### src/rtl/uart_pkg.sv
// uart_pkg: definitions shared by the UART receive and transmit blocks.
//   - DATA_W          : character width in bits
//   - PAR_*           : parity-mode encodings for the PARITY_BIT parameter
//   - uart_state_e    : FSM state encodings, also exported on the STATE debug port
//   - uart_rx_frame_t : payload presented to the byte consumer
//   - parity_error()  : parity check over a received character and its parity bit
package uart_pkg;

  localparam int unsigned DATA_W   = 8;
  localparam int unsigned STATE_W  = 4;

  localparam int unsigned PAR_NONE = 0;
  localparam int unsigned PAR_EVEN = 1;
  localparam int unsigned PAR_ODD  = 2;

  typedef enum logic [STATE_W-1:0] {
    ST_IDLE   = 4'd0,
    ST_START  = 4'd1,
    ST_DATA   = 4'd2,
    ST_PARITY = 4'd3,
    ST_STOP   = 4'd4
  } uart_state_e;

  typedef struct packed {
    logic [DATA_W-1:0] data;
    logic              par_err;
    logic              frm_err;
  } uart_rx_frame_t;

  // Even mode flags an odd total of ones; odd mode flags an even total.
  function automatic logic parity_error(input logic [DATA_W-1:0] data,
                                        input logic              par_bit,
                                        input logic              odd_mode);
    return (^{data, par_bit}) ^ odd_mode;
  endfunction

endpackage

### src/rtl/uart_rx_sync.sv
// uart_rx_sync: brings the asynchronous serial line into the CLK domain and
// flags falling edges on it.
//   i_clk    : system clock
//   i_rst    : synchronous active-high reset (synchronizer flops reset to 1)
//   i_rxd    : asynchronous serial input, idles high
//   o_rxd    : synchronized serial line
//   o_fall_c : combinational one-cycle flag on a high-to-low transition
module uart_rx_sync (
  input  logic i_clk,
  input  logic i_rst,
  input  logic i_rxd,
  output logic o_rxd,
  output logic o_fall_c
);

  logic       r_sync1;
  logic       r_sync2;
  logic       r_prev;
  logic [1:0] r_fill;
  logic       r_armed;

  // Two-flop synchronizer, edge-detect copy, and an arm flag.
  // The flops come out of reset high, so a line that is already low would look
  // like a fresh fall; r_armed holds edge detection off until a real high level
  // has propagated through both synchronizer stages.
  always_ff @(posedge i_clk) begin
    if (i_rst) begin
      r_sync1 <= 1'b1;
      r_sync2 <= 1'b1;
      r_prev  <= 1'b1;
      r_fill  <= 2'd0;
      r_armed <= 1'b0;
    end else begin
      r_sync1 <= i_rxd;
      r_sync2 <= r_sync1;
      r_prev  <= r_sync2;
      if (r_fill != 2'd2) begin
        r_fill <= r_fill + 2'd1;
      end
      if ((r_fill == 2'd2) && r_sync2) begin
        r_armed <= 1'b1;
      end
    end
  end

  assign o_rxd    = r_sync2;
  assign o_fall_c = r_armed & r_prev & ~r_sync2;

endmodule

### src/rtl/uart_rx.sv
// uart_rx: 8-bit LSB-first UART receiver with optional parity, sampled from a
// shared oversampling tick.
//   PARITY_BIT   : 0 none, 1 even, 2 odd
//   OVERSAMPLE   : UART_CLK_EN ticks per bit (even, >= 4)
//   CLK, RST     : clock, synchronous active-high reset
//   UART_CLK_EN  : oversample tick, one CLK wide
//   UART_RXD     : asynchronous serial input, idles high
//   DATA_OUT     : last received byte, held until the next DATA_VLD
//   DATA_VLD     : one-CLK pulse per completed frame
//   PARITY_ERROR : parity mismatch of the frame flagged by DATA_VLD, held
//   FRAME_ERROR  : stop bit sampled low for the frame flagged by DATA_VLD, held
//   BUSY         : high whenever the FSM is not idle
//   STATE        : current FSM state, for debug
module uart_rx
  import uart_pkg::*;
#(
  parameter int unsigned PARITY_BIT = 0,
  parameter int unsigned OVERSAMPLE = 16
) (
  input  logic              CLK,
  input  logic              RST,
  input  logic              UART_CLK_EN,
  input  logic              UART_RXD,
  output logic [DATA_W-1:0] DATA_OUT,
  output logic              DATA_VLD,
  output logic              PARITY_ERROR,
  output logic              FRAME_ERROR,
  output logic              BUSY,
  output logic [STATE_W-1:0] STATE
);

  localparam int unsigned     TICK_W     = $clog2(OVERSAMPLE);
  localparam logic [TICK_W-1:0] TICK_MID = TICK_W'(OVERSAMPLE / 2 - 1);
  localparam logic [TICK_W-1:0] TICK_END = TICK_W'(OVERSAMPLE - 1);
  localparam logic            HAS_PARITY = (PARITY_BIT != PAR_NONE);
  localparam logic            ODD_PARITY = (PARITY_BIT == PAR_ODD);

  uart_state_e        r_state;
  uart_state_e        w_state_nxt;
  logic [TICK_W-1:0]  r_tick_cnt;
  logic [2:0]         r_bit_cnt;
  logic [DATA_W-1:0]  r_shreg;
  logic               r_par_err;
  uart_rx_frame_t     r_frame;
  logic               r_data_vld;
  logic               r_busy;

  logic w_rxd;
  logic w_fall;
  logic w_tick_mid;
  logic w_tick_end;
  logic w_shift;
  logic w_par_load;
  logic w_done;

  uart_rx_sync u_sync (
    .i_clk    (CLK),
    .i_rst    (RST),
    .i_rxd    (UART_RXD),
    .o_rxd    (w_rxd),
    .o_fall_c (w_fall)
  );

  // Sample points: the tick on which the counter sits at its terminal value.
  assign w_tick_mid = UART_CLK_EN && (r_tick_cnt == TICK_MID);
  assign w_tick_end = UART_CLK_EN && (r_tick_cnt == TICK_END);

  // State register.
  always_ff @(posedge CLK) begin
    if (RST) begin
      r_state <= ST_IDLE;
    end else begin
      r_state <= w_state_nxt;
    end
  end

  // Next-state and datapath strobes.
  always_comb begin
    w_state_nxt = r_state;
    w_shift     = 1'b0;
    w_par_load  = 1'b0;
    w_done      = 1'b0;
    case (r_state)
      ST_IDLE: begin
        if (w_fall) begin
          w_state_nxt = ST_START;
        end
      end
      ST_START: begin
        // A line that is high again at mid start bit was a glitch.
        if (w_tick_mid) begin
          w_state_nxt = w_rxd ? ST_IDLE : ST_DATA;
        end
      end
      ST_DATA: begin
        if (w_tick_end) begin
          w_shift = 1'b1;
          if (r_bit_cnt == 3'd7) begin
            w_state_nxt = HAS_PARITY ? ST_PARITY : ST_STOP;
          end
        end
      end
      ST_PARITY: begin
        if (w_tick_end) begin
          w_par_load  = 1'b1;
          w_state_nxt = ST_STOP;
        end
      end
      ST_STOP: begin
        // Returning to idle at mid stop bit leaves margin for back-to-back frames.
        if (w_tick_end) begin
          w_done      = 1'b1;
          w_state_nxt = ST_IDLE;
        end
      end
      default: begin
        w_state_nxt = ST_IDLE;
      end
    endcase
  end

  // Counters, shift register and registered outputs.
  always_ff @(posedge CLK) begin
    if (RST) begin
      r_tick_cnt <= '0;
      r_bit_cnt  <= 3'd0;
      r_shreg    <= '0;
      r_par_err  <= 1'b0;
      r_frame    <= '0;
      r_data_vld <= 1'b0;
      r_busy     <= 1'b0;
    end else begin
      // Cleared on every state entry and at the end of each bit period.
      if ((w_state_nxt != r_state) || (r_state == ST_IDLE) || w_tick_end) begin
        r_tick_cnt <= '0;
      end else if (UART_CLK_EN) begin
        r_tick_cnt <= r_tick_cnt + TICK_W'(1);
      end

      if (r_state != ST_DATA) begin
        r_bit_cnt <= 3'd0;
      end else if (w_shift) begin
        r_bit_cnt <= r_bit_cnt + 3'd1;
      end

      // New bit enters at the MSB, so after eight shifts bit 0 is the first received.
      if (w_shift) begin
        r_shreg <= {w_rxd, r_shreg[DATA_W-1:1]};
      end

      if (w_par_load) begin
        r_par_err <= parity_error(r_shreg, w_rxd, ODD_PARITY);
      end

      r_data_vld <= w_done;
      if (w_done) begin
        r_frame <= '{data: r_shreg, par_err: r_par_err, frm_err: ~w_rxd};
      end

      r_busy <= (w_state_nxt != ST_IDLE);
    end
  end

  assign DATA_OUT     = r_frame.data;
  assign PARITY_ERROR = r_frame.par_err;
  assign FRAME_ERROR  = r_frame.frm_err;
  assign DATA_VLD     = r_data_vld;
  assign BUSY         = r_busy;
  assign STATE        = r_state;

endmodule

### config.mk
export PLATFORM = sky130hd
export DESIGN_NAME = uart_rx
export DESIGN_NICKNAME = d
export VERILOG_FILES = /design/src/rtl/uart_pkg.sv /design/src/rtl/uart_rx_sync.sv /design/src/rtl/uart_rx.sv
export SDC_FILE = /design/constraint.sdc
export NUM_CORES = 1
export LEC_CHECK = 0
export ABC_AREA = 0
export BUFFER_PORTS_ARGS = -buffer_cell sky130_fd_sc_hd__buf_2
export CORE_MARGIN = 4
export CORE_UTILIZATION = 60
export DETAILED_ROUTE_END_ITERATION = 8
export GPL_ROUTABILITY_DRIVEN = 0
export PLACE_DENSITY = 0.82
export SETUP_SLACK_MARGIN = 0.4
export SKIP_CTS_REPAIR_TIMING = 1
export SYNTH_ARGS = -nofsm -noshare
export SYNTH_HDL_FRONTEND = slang
export SYNTH_SLANG_ARGS = --single-unit
### constraint.sdc
create_clock -name CLK -period 2.8 [get_ports CLK]
set_input_delay 0 -clock CLK [delete_from_list [all_inputs] [get_ports CLK]]
set_output_delay 0 -clock CLK [all_outputs]
set_load 0.02 [all_outputs]
==> metrics.txt <==
CTS buffer count 5; crit path max fanout 12; final core occ 72.3%; buffers added on ports 19; status completed; # DRC 0; routed vias 1159; first-pass GRT wire length 4810 um; fin. max-slew vios 0; critical-path cell list ha_1 > and4_2 > nand3_1 > or2_2 > a21oi_1; Netlist Area Pre-Place approximately 1600 um2; grt met3 use under 10%; ant diodes 0; Nets 189; Synth async-reset ratio 0%; total negative setup slack 0 ns; Final Power 1120 uW; final setup fails 0; # IOs 20; Iter 0 DRT Violations 27; CP arrival 2.48 ns; layout cells sized above 1 22.0%; period utilization 78.1%; Cell Int Power approximately 900 uW; unrepaired setup endpoints after global routing false; total gr overflow 0; Comb pwr share under 10%; clock share of power 41.5%; post-synth top area share 46.3%; most common flop cell mapped by yosys dfxtp_1; Most Crowded Layer GR met2; CP Class reg2reg; worst slew pin tran 0.656 ns; Clk Tree Root Cell clkbuf_4; max-cap violation count 0; largest net degree at the start of global routing 35; DR WL/cell about 13 um; drt via density ~5.5; Distinct cells, synth 42; final hold viol count 0; flops & latches, synth 38; Setup crit start kind flip-flop; largest cells by area after synthesis dfxtp_1, mux2i_1, nor2_1; CP peak stage delay ~0.52 ns; Peak VDD IR 0.720 mV; clk sinks 38; number of global-route vias before repair 1179; switching power 241 uW; Mapped Nets between 150 and 200; H-tree levels 2; Cell Pwr Density 607 nW/um2; sequential fraction of the synthesis area a little under half; Die H 60.3 um; switch share 21.6%; met2 GRT Util 31.3%; first-pass iteration count of the detailed router 4; row cnt 18; Tmin final 2.19 ns; all-layer global routing usage 17.7%; Worst-path clk slew roughly 0.12 ns; met1 usage 19.5%; initial antenna violation count 0; worst hold slack 0.0768 ns; CP endpoint kind flip-flop; die footprint 3640 um2; Core Area 2540 um2; Ys Warns 0; post-route ant nets 0; Setup Skew 0.00844 ns; Clock Latency Late Sink ~0.35 ns; Starting Density approximately 65%; Critical Path RT 3.09 ns; synthesis-to-layout area growth 12.0%; WL final 2820 um; power share of the sequential group 51.6%; number of enable flip-flop cells after synthesis 0; Yosys top cell by area dfxtp_1; Mean Syn Cell Area 10.2 um2; HP Class in2reg; crit path max-delay cell type nand3_1; relative slew slack 56.2%; Post-DP HPWL 1960 um; CTS Buffer Depth 2; Static Leak 0.000870 uW; die width 60.3 um; Cells after Synth about 160; CTS tree built; most common cell in the synthesized netlist dfxtp_1; Synth top cells by count dfxtp_1, nor2_1, mux2i_1; f_max 457 MHz
==> routing by layer <==
metal  part of all wire [%]  routed length [um]
met3                    4.6                 130
met5                      0                   0
met1                     44                1230
met2                     50                1400
met4                    1.9                  53
==> placed cells by master, fill, tap and decap left out, types with 3 or more instances in the layout <==
cell and count:
dfxtp_1 38, nor2_1 31, buf_2 19, mux2i_1 18, nand2_1 9, a21oi_1 6
xnor2_1 5, or2_2 5, clkbuf_4 5, ha_1 4, xor2_1 3
==> kinds of logic after synthesis <==
kind of cell             Yosys count  synth area share [%]
buffers and inverters              9                  3.58
XOR/XNOR                          10                  7.01
AO/OA/AOI/OAI                     16                  7.47
other                              1                 0.228
multiplexers                      18                  11.0
flip-flops                        38                  46.3
adder cells (fa/ha/maj)            4                  3.05
AND/OR/NAND/NOR                   65                  21.3
==> registers in the layout, summed over array words and instances, names as in the netlist, 2 cells and up <==
register       count
DATA_OUT           8
STATE              4
r_bit_cnt          3
r_shreg            8
r_tick_cnt         4
u_sync.r_fill      2
==> power groups by stage <==
stage | logic [uW] | registers (uW) | clock network, uW
after CTS | 76.8 | 576 | 474
final | 76.9 | 575 | 464
after global placement | 70.9 | 586 | 0
after detailed placement | 75.8 | 588 | 0
after floorplan | 61.9 | 586 | 0
after global routing | 93.8 | 579 | 495
==> path summary, 6_finish.rpt <==
path | start | slack, ns | endpoint | cells after the start
worst min-delay path | UART_CLK_EN | 0.08 | r_tick_cnt[0]$_SDFFE_PP0P_ | 4
worst max register to register | r_tick_cnt[0]$_SDFFE_PP0P_ | 0.61 | FRAME_ERROR$_SDFFE_PP0P_ | 5
worst max-delay path | r_tick_cnt[0]$_SDFFE_PP0P_ | 0.61 | FRAME_ERROR$_SDFFE_PP0P_ | 5
worst min register to register | u_sync.r_sync1$_SDFF_PP1_ | 0.44 | u_sync.o_rxd$_SDFF_PP1_ | 1
==> layout make-up <==
cell class              instances  area [um2]
well taps                      30        37.5
clock buffers                   5        37.5
flip-flops and latches         38         761
fillers                       195         706
multi-input cells             114         822
clock inverters                 3        68.8
repair buffers                 20         105
inverters                       2        7.51
==> per-stage QoR <==
| stage | setup WS, ns | instances | cell area [um2] |
|---|---|---|---|
| floorplan | 1.20 | 161 | 1640 |
| global placement | 0.681 | 203 | 1720 |
| detailed placement | 0.568 | 203 | 1720 |
| CTS | 0.564 | 211 | 1830 |
| global route | 0.482 | 212 | 1840 |
| finish | 0.612 | 212 | 1840 |
==> worst max-delay path, delay by kind of cell, from the launching register on <==
kind                     cells  cell delay (ns)
flip-flops                   1             0.39
AO/OA/AOI/OAI                1             0.11
AND/OR/NAND/NOR              3             1.40
adder cells (fa/ha/maj)      1             0.23
(Power assumes the default switching activity.)
